$ cat config.mk
export PLATFORM = sky130hd
export DESIGN_NAME = hs32_execute2_flat
export DESIGN_NICKNAME = d
export VERILOG_FILES = /design/src/rtl/hs32_execute2_pkg.sv /design/src/rtl/hs32_execute2_if.sv /design/src/rtl/hs32_execute2_shifter.sv /design/src/rtl/hs32_execute2.sv /design/src/flat_wrapper.sv
export SDC_FILE = /design/constraint.sdc
export NUM_CORES = 1
export LEC_CHECK = 0
export CELL_PAD_IN_SITES_DETAIL_PLACEMENT = 1
export CELL_PAD_IN_SITES_GLOBAL_PLACEMENT = 1
export CORE_MARGIN = 3
export CORE_UTILIZATION = 42
export CTS_CLUSTER_DIAMETER = 100
export DETAILED_ROUTE_END_ITERATION = 6
export PLACE_DENSITY = 0.93
export SYNTH_ARGS = -nofsm -noshare
export SYNTH_HDL_FRONTEND = slang
export SYNTH_SLANG_ARGS = --single-unit
export TNS_END_PERCENT = 10
$ cat constraint.sdc
create_clock -name clk -period 2.3 [get_ports clk]
set_input_delay 0.345 -clock clk [delete_from_list [all_inputs] [get_ports clk]]
set_output_delay 0.345 -clock clk [all_outputs]
set_load 0.01 [all_outputs]
$ cat src/rtl/hs32_execute2_pkg.sv
// hs32_execute2_pkg: stage-1/stage-2 packet types, opcodes, NZCV bit indices and multiplier FSM states
package hs32_execute2_pkg;
    typedef enum logic [3:0] {
        HS32_ALU_ADD,
        HS32_ALU_SUB,
        HS32_ALU_AND,
        HS32_ALU_OR,
        HS32_ALU_XOR,
        HS32_ALU_MOV,
        HS32_ALU_CMP,
        HS32_ALU_MUL
    } hs32_opc_e;

    typedef struct packed {
        logic [3:0]  rd;
        logic [3:0]  rm;
        logic [31:0] d2;
        logic [4:0]  shl;
        logic [4:0]  shr;
        logic        sext;
        logic        maskl;
        logic        maskr;
        logic [3:0]  opc;
    } hs32_s1pkt;

    typedef struct packed {
        logic [3:0]  rd;
        logic [31:0] res;
        logic        we;
        logic        ud;
    } hs32_s2pkt;

    localparam int FLAG_N = 3;
    localparam int FLAG_Z = 2;
    localparam int FLAG_C = 1;
    localparam int FLAG_V = 0;

    typedef enum logic [1:0] {IDLE, BUSY, DONE} hs32_mul_state_e;
endpackage

$ cat src/rtl/hs32_execute2_if.sv
// hs32_execute2_if: decode, regfile-read, writeback and hazard signals around the execute stage
interface hs32_execute2_if;
    import hs32_execute2_pkg::*;
    logic [3:0]  rp_addr;
    logic [31:0] rp_data;
    logic        in_valid;
    logic        in_ready;
    hs32_s1pkt   in_data;
    logic        out_valid;
    logic        out_ready;
    hs32_s2pkt   out_data;
    logic [3:0]  flags;
    logic [3:0]  rd2;
    logic        stl2;
    modport master (
        input  rp_addr, in_ready, out_valid, out_data, flags, rd2, stl2,
        output rp_data, in_valid, in_data, out_ready
    );
    modport slave (
        output rp_addr, in_ready, out_valid, out_data, flags, rd2, stl2,
        input  rp_data, in_valid, in_data, out_ready
    );
endinterface

$ cat src/rtl/hs32_execute2_shifter.sv
// hs32_execute2_shifter: combinational funnel shifter producing operand B from d2
module hs32_execute2_shifter (
    input  logic [31:0] d2,
    input  logic [4:0]  shl,
    input  logic [4:0]  shr,
    input  logic        sext,
    input  logic        maskl,
    input  logic        maskr,
    output logic [31:0] sh
);
    logic [31:0] l, r, asr;
    assign l = d2 << shl;
    // kept apart from the mux so the arithmetic shift stays signed
    assign asr = $signed(d2) >>> shr;
    assign r = sext ? asr : d2 >> shr;
    assign sh = (maskr ? r : l) | (maskl ? 32'd0 : l);
endmodule

$ cat src/rtl/hs32_execute2.sv
// hs32_execute2: stage-2 execute unit (shift, ALU, NZCV, hazard export); define HS32_MUL_EN for the iterative multiplier
module hs32_execute2 import hs32_execute2_pkg::*; #(
    parameter int MUL_STEP_BITS = 2
) (
    input logic clk,
    input logic reset_n,
    hs32_execute2_if.slave bus
);
`ifdef HS32_MUL_EN
    localparam bit MUL_EN = 1'b1;
`else
    localparam bit MUL_EN = 1'b0;
`endif
    localparam int MUL_CYCLES = 32 / MUL_STEP_BITS;

    hs32_s1pkt p;
    hs32_s2pkt out_data, alu_pkt;
    hs32_mul_state_e state, state_nx;
    logic out_valid, in_ready, accept, handoff, start_mul, mul_last, busy;
    logic is_arith, is_logic, is_mul, is_cmp, v;
    logic [3:0] flags, flags_nx;
    logic [31:0] a, b, lr, mcand, mplier, acc, acc_nx;
    logic [32:0] r;
    logic [5:0] cnt;

    assign p = bus.in_data;
    assign a = bus.rp_data;
    assign bus.rp_addr = p.rm;

    hs32_execute2_shifter u_shifter (
        .d2(p.d2), .shl(p.shl), .shr(p.shr), .sext(p.sext), .maskl(p.maskl), .maskr(p.maskr), .sh(b)
    );

    assign is_cmp = p.opc == HS32_ALU_CMP;
    assign is_arith = p.opc == HS32_ALU_ADD || p.opc == HS32_ALU_SUB || is_cmp;
    assign is_logic = p.opc inside {HS32_ALU_AND, HS32_ALU_OR, HS32_ALU_XOR, HS32_ALU_MOV};
    assign is_mul = MUL_EN && p.opc == HS32_ALU_MUL;

    assign lr = p.opc == HS32_ALU_AND ? a & b : p.opc == HS32_ALU_OR ? a | b : p.opc == HS32_ALU_XOR ? a ^ b : b;
    // subtract as A + ~B + 1 so bit 32 is the no-borrow carry
    assign r = p.opc == HS32_ALU_ADD ? {1'b0, a} + {1'b0, b} : is_arith ? {1'b0, a} + {1'b0, ~b} + 33'd1 : {1'b0, lr};
    assign v = (a[31] ^ r[31]) & (p.opc == HS32_ALU_ADD ? ~(a[31] ^ b[31]) : a[31] ^ b[31]);
    assign flags_nx = is_arith ? {r[31], r[31:0] == 32'd0, r[32], v} : is_logic ? {r[31], r[31:0] == 32'd0, flags[1:0]} : flags;
    assign alu_pkt = '{
        rd:  p.rd,
        res: is_arith || is_logic ? r[31:0] : 32'd0,
        we:  !is_cmp && (is_arith || is_logic || is_mul),
        ud:  !(is_arith || is_logic || is_mul)
    };

    assign accept = bus.in_valid && in_ready;
    assign handoff = out_valid && bus.out_ready;
    assign start_mul = accept && is_mul;
    assign mul_last = cnt == 6'(MUL_CYCLES - 1);
    assign acc_nx = acc + mcand * 32'(mplier[MUL_STEP_BITS-1:0]);

    always_ff @(posedge clk or negedge reset_n)
        if (!reset_n) state <= IDLE;
        else state <= state_nx;

    always_comb begin
        state_nx = state;
        if (state == IDLE && start_mul) state_nx = BUSY;
        if (state == BUSY && mul_last) state_nx = DONE;
        if (state == DONE && handoff) state_nx = IDLE;
    end

    always_comb begin
        in_ready = state == IDLE && (!out_valid || bus.out_ready);
        busy = state == BUSY;
    end

    always_ff @(posedge clk or negedge reset_n)
        if (!reset_n) begin
            out_valid <= 1'b0;
            out_data <= '0;
            flags <= '0;
            acc <= '0;
            mcand <= '0;
            mplier <= '0;
            cnt <= '0;
        end else if (accept) begin
            out_valid <= !is_mul;
            out_data <= alu_pkt;
            flags <= flags_nx;
            acc <= '0;
            mcand <= a;
            mplier <= b;
            cnt <= '0;
        end else if (busy) begin
            acc <= acc_nx;
            mcand <= mcand << MUL_STEP_BITS;
            mplier <= mplier >> MUL_STEP_BITS;
            cnt <= cnt + 6'd1;
            if (mul_last) begin
                out_valid <= 1'b1;
                out_data.res <= acc_nx;
                flags[FLAG_N] <= acc_nx[31];
                flags[FLAG_Z] <= acc_nx == 32'd0;
            end
        end else if (handoff) begin
            out_valid <= 1'b0;
            out_data <= '0;
        end

    assign bus.in_ready = in_ready;
    assign bus.out_valid = out_valid;
    assign bus.out_data = out_data;
    assign bus.flags = flags;
    assign bus.rd2 = out_data.rd;
    // a multiply in flight already owns its rd
    assign bus.stl2 = (out_valid && out_data.we) || busy;
endmodule

$ cat src/flat_wrapper.sv
// flat-port wrapper written by rule: the top's interface ports become plain ports
module hs32_execute2_flat import hs32_execute2_pkg::*;
#(
    parameter int MUL_STEP_BITS = 2
)
  (clk, reset_n, bus_rp_addr, bus_in_ready, bus_out_valid, bus_out_data, bus_flags, bus_rd2, bus_stl2, bus_rp_data, bus_in_valid, bus_in_data, bus_out_ready);
  hs32_execute2_if bus_i ();
  input logic clk;
  input logic reset_n;
  output wire logic [$bits(bus_i.rp_addr)-1:0] bus_rp_addr;
  output wire logic [$bits(bus_i.in_ready)-1:0] bus_in_ready;
  output wire logic [$bits(bus_i.out_valid)-1:0] bus_out_valid;
  output wire logic [$bits(bus_i.out_data)-1:0] bus_out_data;
  output wire logic [$bits(bus_i.flags)-1:0] bus_flags;
  output wire logic [$bits(bus_i.rd2)-1:0] bus_rd2;
  output wire logic [$bits(bus_i.stl2)-1:0] bus_stl2;
  input wire logic [$bits(bus_i.rp_data)-1:0] bus_rp_data;
  input wire logic [$bits(bus_i.in_valid)-1:0] bus_in_valid;
  input wire logic [$bits(bus_i.in_data)-1:0] bus_in_data;
  input wire logic [$bits(bus_i.out_ready)-1:0] bus_out_ready;
  assign bus_rp_addr = bus_i.rp_addr;
  assign bus_in_ready = bus_i.in_ready;
  assign bus_out_valid = bus_i.out_valid;
  assign bus_out_data = bus_i.out_data;
  assign bus_flags = bus_i.flags;
  assign bus_rd2 = bus_i.rd2;
  assign bus_stl2 = bus_i.stl2;
  assign bus_i.rp_data = bus_rp_data;
  assign bus_i.in_valid = bus_in_valid;
  assign bus_i.in_data = bus_in_data;
  assign bus_i.out_ready = bus_out_ready;
  hs32_execute2 #(.MUL_STEP_BITS(MUL_STEP_BITS)) u_core (.clk(clk), .reset_n(reset_n), .bus(bus_i));
endmodule
==> results of run 1 <==
-- through the flow --
step	hold slack, ns	util, %	cells	instance area [um^2]
after detailed placement	0.266	65.7	2657	18500
after global placement	0.251	65.7	2657	18500
after floorplan	0.0494	-	1633	12400
-- cell usage after synthesis (20+ instances only) --
cell,instances,share of area [%]
a211oi_1,21,1.3
a21o_1,23,1.4
a21oi_1,137,5.7
a221oi_1,20,1.4
a22o_1,21,1.5
clkbuf_1,101,3.1
dfrtp_1,44,9.1
ha_1,97,10
inv_1,106,3.3
mux2_2,37,3.4
mux2i_1,46,3.8
mux4_2,61,11
nand2_1,153,4.8
nand3_1,29,1.2
nor2_1,135,4.2
nor3_1,35,1.4
o211ai_1,32,2.0
o21ai_0,131,5.4
-- cell families after synthesis --
group,Yosys count,share of synthesized area (%)
AO/OA/AOI/OAI,602,33.7
AND/OR/NAND/NOR,474,18.4
buffers and inverters,253,8.47
multiplexers,145,18.7
adder cells (fa/ha/maj),99,10.4
flip-flops,44,9.11
XOR/XNOR,16,1.16
==> results.md, run 1 <==
* EDFF count, synth at 0
* Post-CTS setup buffer count at 55
* Ys async rst share at 100%
* Mapped Cells at about 1,600
* CTS H-tree depth at 2
* Hpwl dp at 74,800 um
* Hold buffers post-CTS at 1
* Stopping stage: clock tree synthesis
* Final GP Congestion at 1.17
* Post-synthesis cell type count at 82
* Register area share after synthesis at 9.11%
* Run status: did not finish
* Clock Sinks at 44
* Io pins at 146
* Area of the mapped netlist at 0.0121 mm^2
* Num CTS Buffers at 5
* Post-synth top flop: dfrtp_1
* Avg Inst Size Synth at 7.40 um^2
* Post-synthesis net count at 1,825
* Row count at 61
* Number of synthesized register bits at 44
* Post-Place Setup Slack at -3.99 ns
* Die X at ~180 um
* Starting Density at about 43%
* IO Port Bufs at 137
* CTS max path bufs at 2
* First error: [ERROR DPL-0033] detailed placement checks failed during check placement.
* Die Ht at about 180 um
* Post-cts sizing count at 353
* Ys Warns at 0
* Root Buffer: clkbuf_16
==> run 2: changes to the inputs <==
Settings changed: CELL_PAD_IN_SITES_DETAIL_PLACEMENT 1 to not set, CELL_PAD_IN_SITES_GLOBAL_PLACEMENT 1 to not set, CORE_UTILIZATION 42 to 30, CTS_CLUSTER_DIAMETER 100 to not set, PLACE_DENSITY 0.93 to not set, PLACE_DENSITY_LB_ADDON set to 0.15.
==> results.md, run 2 <==
* Post-Place Setup Slack at -3.64 ns (+0.352 ns)
* Final GP Congestion at 1.03 (-12%)
* Peak VDD IR at 332 uV
* Clk pin slew, worst setup/hold paths at about 0.06 ns
* Most common cell after layout, fill and taps aside: buf_4
* Reg-to-Reg Start: u_core.bus.out_valid$_DFFE_PN0P_
* DRC viols at 0
* Final setup margin at -2.74 ns
* Setup TNS at -70.16 ns
* CTS H-tree depth at 2 (unchanged)
* Post-synth top flop: dfrtp_1
* Worst-Skew Late Latency at 0.28 ns
* Hpwl dp at 53,600 um (-28%)
* Die X at 207 um (+18%)
* Largest Register: u_core.bus.out_data
* Area of the mapped netlist at 0.0121 mm^2 (unchanged)
* Post-synthesis net count at 1,825 (unchanged)
* Worst path arrival time at 5.22 ns
* Run status: complete, but fails checks
* DRT Wirelength at 64,700 um
* Failing checks: negative setup slack
* DRT antenna net count at 0
* Commonest cells in the netlist: nand2_1, a21oi_1, nor2_1
* Initial antenna violation count at 0
* WP buf/inv at 5
* Number of synthesized register bits at 44 (unchanged)
* Transition time at the pin with the least slew margin at 0.622 ns
* Pleak at 9.40 nW
* Most frequent cell after synthesis: nand2_1
* Worst slew margin at approximately 58%
* DR vias/cell at 5.70
* First DRT Iteration DRCs at between 1,000 and 1,500
* Ys Warns at 0 (unchanged)
* Io pins at 146 (unchanged)
* Synth Area in XOR/XNOR at 1.16% (unchanged)
* Final hold violation count at 0
* MaxCap Viol Count at 0
* Wire per inst at 22.4 um
* Ys async rst share at 100% (unchanged)
* Max Slew Vio Count at 0
* CP startpoint kind: input pin
* CP max stage delay at 0.52 ns
* Area Overhead vs Synth at 70.5%
* Final Non-Filler Cells at 2,892
* EDFF count, synth at 0 (unchanged)
* Inserted Diodes at 0
* Mapped Cells at 1,633 (unchanged)
* Vias in the first global route at 16,600
* Final #Nets at 2,566
* Crit path max fanout at 9
* Crit Path Category: in -> reg
* CTS max path bufs at 2 (unchanged)
* Min-delay worst type: in -> async
* Most frequent cells in the layout: buf_4, nand2_1, nor2_1
* Full die area at 0.0427 mm^2
* Max Clock Freq at 198 MHz
* 1st-pass router iterations at 6
* Largest net degree at the start of global routing at 45
* Post-layout min period at 5.04 ns
* Final Core Density at between 50 and 60%
* CTS tree: built
* Register area share after synthesis at 9.11% (unchanged)
* Post-synthesis cell type count at 82 (unchanged)
* Core area at 0.0392 mm^2
* Crit path cell chain: dlygate4sd2_1 -> buf_6 -> mux2_2 -> mux4_2 -> o21ai_2 -> a31oi_1 -> a31oi_1 -> and2_4 -> ha_4 -> inv_1 -> a221o_1 -> o21ai_2 -> and3_4 -> buf_4 -> a211oi_4 -> buf_4 -> or3_1 -> a221oi_2 -> a211oi_1 -> nor2_1 -> nor3b_1 -> nor4b_2 -> a21o_1
* IO Port Bufs at 137 (unchanged)
* Worst Clk Skew at 0.00569 ns
* Critical path's slowest cell: mux4_2
* CP top delay family: compound AO/OA/AOI/OAI gates
* Adder-Cell Fraction of Synth Area at 10.4% (unchanged)
* Crit. Startpoint: bus_in_data[30]
* Die Ht at 207 um (+18%)
* Via count at 16,500
* Max reg flops at 34
* Avg Inst Size Synth at 7.40 um^2 (unchanged)
* GRT Total Usage at 29.4%
* Crit. End Element: register
* Clock Sinks at 44 (unchanged)
* Fraction of synthesized area in multiplexers at 18.7% (unchanged)
* Num CTS Buffers at 5 (unchanged)
* Final setup viols at 36
* Unrepaired setup endpoints after global routing: true
* Root Buffer: clkbuf_16
* Starting Density at 30.9% (-12 points)
* Top cells by area, synth: mux4_2, ha_1, dfrtp_1
* First-pass GRT wire length at 97,400 um
* Power per standard cell area at 440 mW/mm^2
* Hold buffers post-CTS at 0 (-1)
* Total grt overflow at 0
* Crit path required time at 2.48 ns
* Final period util at 219%
* Row count at 72 (+18%)
* Combinational family with the most area after synthesis: compound AO/OA/AOI/OAI gates
* Synth top area share at 11.4% (unchanged)
* Placed insts at 2,826 (+6.4%)
* Synth Area in Simple Gates at 18.4% (unchanged)
* Leading area contributor after synthesis: mux4_2
* Synth Area in Compound Gates at 33.7% (unchanged)
* Tot Pwr at around 9.1 mW
* Share of cells above drive strength 1 at 45.6%
run 2: cell counts after synthesis:
Identical to the previous run, type by type.
run 2: final cells by class:
class | count | area [um^2]
Clock buffer | 5 | 125
Tap cell | 518 | 648
Multi-Input combinational cell | 1336 | 11100
Fill cell | 3790 | 18600
Sequential cell | 44 | 1100
Clock inverter | 2 | 60.1
Timing Repair Buffer | 875 | 7130
Inverter | 112 | 428
run 2: kinds of logic after synthesis:
group	after synthesis
muxes	145
and+or+nand+nor	474
DFF	44
adders and majority gates	99
xor gates and xnor gates	16
AOI/OAI and AO/OA	602
buffers and inverters	253
run 2: metal layers:
metal  wire length (um)  vias up  GRT usage [%]
met3               4050      192           3.18
met1              25900     7883           35.7
met2              31000      744           51.9
met5                  0        -              0
met4               3740        0           14.1
li1                   -     7651              -
run 2: worst register-to-register path, stage by stage (launching register included):
cell      delay [ns]
dfrtp_1         0.39
a21oi_1         0.19
and2_1          0.19
o211ai_1        0.17
nor2_1          0.15
nand4b_1        0.11
nor4_2          0.26
buf_4           0.16
nand4_1         0.12
nor4b_2         0.24
a21o_1          0.10
run 2: path summary, 6_finish.rpt:
path,slack (ns),cells after the start,endpoint
min in group clk,0.47,2,u_core.bus.flags[3]$_DFFE_PN0P_
setup reg to reg,0.15,10,u_core.bus.flags[2]$_DFFE_PN0P_
setup / recovery,-2.74,23,u_core.bus.flags[2]$_DFFE_PN0P_
hold / removal,0.13,2,u_core.bus.out_data[16]$_DFFE_PN0P_
max in group asynchronous,1.80,2,u_core.bus.flags[3]$_DFFE_PN0P_
hold reg to reg,0.47,2,u_core.bus.flags[3]$_DFFE_PN0P_
run 2: where the power goes:
| group | switching [mW] | leakage, nW | internal, mW |
|---|---|---|---|
| logic | 3.60 | 8.72 | 3.64 |
| clock network | 0.275 | 0.0899 | 0.616 |
| registers | 0.0606 | 0.585 | 0.875 |
run 2: repair_timing:
action / 4_1_cts / 5_1_grt
pin swaps: 71 / 32
gates cloned: 0 / 0
endpoints found under the setup margin: 36 / 36
resized for setup: 295 / 63
setup buffers: 50 / 10
run 2: stage by stage:
step	instance area (um^2)	hold slack (ns)
floorplan	12400	0.0494
global placement	18900	0.448
detailed placement	18900	0.453
CTS	20300	0.154
global route	20600	0.198
finish	20600	0.132
Note: power is estimated with default switching activity, not from simulation.
==> run 3: changes to the inputs <==
Settings changed: SLEW_MARGIN set to 20.
==> results of run 3 <==
Same layout as run 2: the final DEF is identical, and so are final timing and power.
==> run 4: changes to the inputs <==
Settings changed: RECOVER_POWER set to 50.
==> results.md, run 4 (same netlist as run 2, synthesis figures left out) <==
* Run status: complete, but fails checks
* Failing checks: negative setup slack
* WP buf/inv at 5 (unchanged)
* Starting Density at 30.9% (unchanged)
* Most frequent cells in the layout: buf_4, nand2_1, nor2_1
* Worst-Skew Late Latency at 0.28 ns (about the same)
* MaxCap Viol Count at 0 (unchanged)
* Core area at 0.0392 mm^2 (unchanged)
* CP startpoint kind: input pin
* Row count at 72 (unchanged)
* Routing usage on met3 at 3.18% (unchanged)
* Filler cells at 3,792 (+0.053%)
* Final setup viols at 36 (unchanged)
* Pleak at 9.40 nW (about the same)
* Via count at 16,500 (+0.012%)
* Area Overhead vs Synth at 70.4% (about the same)
* Hold buffers post-CTS at 0 (unchanged)
* Unrepaired setup endpoints after global routing: true
* Met2 usage at 51.9% (unchanged)
* Worst Clk Skew at 0.00553 ns (-0.000157 ns)
* Io pins at 146 (unchanged)
* Worst slew margin at 29.9% (-28 points)
* Crit path max fanout at 9 (unchanged)
* Total grt overflow at 0 (unchanged)
* Post-layout min period at 5.05 ns (+0.00600 ns)
* Final Core Density at 52.6% (about the same)
* DRC viols at 0 (unchanged)
* Max Slew Vio Count at 0 (unchanged)
* GRT Total Usage at 29.4% (unchanged)
* Hpwl dp at 53,600 um (unchanged)
* Area taken by multi-input logic gates at 0.0111 mm^2 (unchanged)
* Crit path required time at 2.48 ns (about the same)
* Root Buffer: clkbuf_16
* DRT antenna net count at 0 (unchanged)
* Final GP Congestion at 1.03 (unchanged)
* Wire per inst at 22.4 um (about the same)
* Largest net degree at the start of global routing at 45 (unchanged)
* Power per standard cell area at 440 mW/mm^2 (about the same)
* First DRT Iteration DRCs at 1,291 (+1.7%)
* Crit Path Category: in -> reg
* Worst path arrival time at 5.22 ns (about the same)
* DRT Wirelength at 64,700 um (about the same)
* CTS tree: built
* Peak VDD IR at 331 uV (-0.27%)
* CTS max path bufs at 2 (unchanged)
* Inserted Diodes at 0 (unchanged)
* Final setup margin at -2.75 ns (-0.00600 ns)
* First-pass GRT wire length at 97,400 um (unchanged)
* CTS H-tree depth at 2 (unchanged)
* CP top delay family: compound AO/OA/AOI/OAI gates
* Register area at 0.00110 mm^2 (unchanged)
* Final period util at 219% (+0.26 points)
* Most crowded layer after global routing: met2
* Max Clock Freq at 198 MHz (-0.12%)
* Fin Hold WS at 0.333 ns (+0.200 ns)
* Final #Nets at 2,566 (unchanged)
* Full die area at 0.0427 mm^2 (unchanged)
* Vias in the first global route at 16,600 (unchanged)
* Initial antenna violation count at 0 (unchanged)
* Met1 Use GR at 35.7% (unchanged)
* Crit path cell chain: dlygate4sd2_1 -> buf_6 -> mux2_2 -> mux4_2 -> o21ai_2 -> a31oi_1 -> a31oi_1 -> and2_4 -> ha_4 -> inv_1 -> a221o_1 -> o21ai_2 -> and3_4 -> buf_4 -> a211oi_4 -> buf_4 -> or3_1 -> a221oi_2 -> a211oi_1 -> nor2_1 -> nor3b_1 -> nor4b_2 -> a21o_1
* Clock Sinks at 44 (unchanged)
* Share of cells above drive strength 1 at 45.5% (about the same)
* Num CTS Buffers at 5 (unchanged)
* Min-delay worst type: in -> async
* Largest Register: u_core.bus.out_data
* Crit. End Element: register
* Most common cell after layout, fill and taps aside: buf_4
* 1st-pass router iterations at 6 (unchanged)
* IO Port Bufs at 137 (unchanged)
* Die Ht at 207 um (unchanged)
* Die X at 207 um (unchanged)
* CP max stage delay at 0.52 ns (about the same)
* Max reg flops at 34 (unchanged)
* Transition time at the pin with the least slew margin at 1.05 ns (+0.430 ns)
* Final hold violation count at 0 (unchanged)
* Clk pin slew, worst setup/hold paths at 0.06 ns (about the same)
* Critical path's slowest cell: mux4_2
* DR vias/cell at 5.70 (about the same)
run 4: cell count changes in the layout (fill, tap and decap cells not counted):
| cell | delta |
|---|---|
| clkdlybuf4s50_1 | -2 |
| clkbuf_2 | +1 |
| and2_1 | -1 |
| dlygate4sd3_1 | +2 |
| clkbuf_1 | +1 |
| and2_0 | +1 |
| buf_4 | -2 |
run 4: worst paths after layout:
path | from | endpoint | slack, ns | cells after the start
setup reg to reg | u_core.bus.out_valid$_DFFE_PN0P_ | u_core.bus.flags[2]$_DFFE_PN0P_ | 0.13 | 10
hold / removal | reset_n | u_core.bus.out_data[5]$_DFFE_PN0P_ | 0.33 | 2
min in group clk | u_core.bus.out_data[28]$_DFFE_PN0P_ | u_core.bus.out_data[28]$_DFFE_PN0P_ | 0.47 | 2
hold reg to reg | u_core.bus.out_data[28]$_DFFE_PN0P_ | u_core.bus.out_data[28]$_DFFE_PN0P_ | 0.47 | 2
max in group asynchronous | reset_n | u_core.bus.flags[3]$_DFFE_PN0P_ | 1.32 | 2
setup / recovery | bus_in_data[30] | u_core.bus.flags[2]$_DFFE_PN0P_ | -2.75 | 23
run 4: repair_timing:
action	4_1_cts	5_1_grt
gates cloned	0	0
setup endpoints to repair	36	36
resized for setup	295	63
setup buffers	50	10
pin swaps	71	32
run 4: final cells by class:
cell class,count,share of cell area (%)
Sequential cell,44,5.34
Timing Repair Buffer,875,34.5
Clock buffer,5,0.607
Inverter,112,2.08
Multi-Input combinational cell,1336,54.0
Tap cell,518,3.15
Clock inverter,2,0.291
run 4: worst register-to-register path, cell delays in order (launching register included):
cell and delay [ns]:
dfrtp_1 0.38, a21oi_1 0.18, and2_0 0.20, o211ai_1 0.18
nor2_1 0.15, nand4b_1 0.11, nor4_2 0.26, buf_4 0.16
nand4_1 0.12, nor4b_2 0.24, a21o_1 0.10
run 4: routing by layer:
metal / up-vias / wire length, um
met1: 7878 / 25800
met2: 759 / 31200
met5: - / 0
li1: 7654 / -
met4: 0 / 3620
met3: 181 / 4120
run 4: per-stage QoR:
stage	setup TNS, ns	instance area (um^2)	total power, mW	cells	setup slack [ns]
after floorplan	-55.58	12400	3.97	1633	-2.31
after detailed placement	-98.33	18900	7.36	2826	-3.64
final	-70.32	20600	9.07	2892	-2.75
after CTS	-68.62	20300	8.79	2882	-2.85
after global routing	-74.91	20600	9.60	2892	-2.89
after global placement	-96.65	18900	7.33	2826	-3.63
run 4: power by group:
part / total (mW) / switching (mW) / leakage [nW] / internal [mW]
Sequential: 0.935 / 0.0602 / 0.585 / 0.875
Combinational: 7.24 / 3.60 / 8.72 / 3.64
Clock: 0.888 / 0.273 / 0.0899 / 0.615
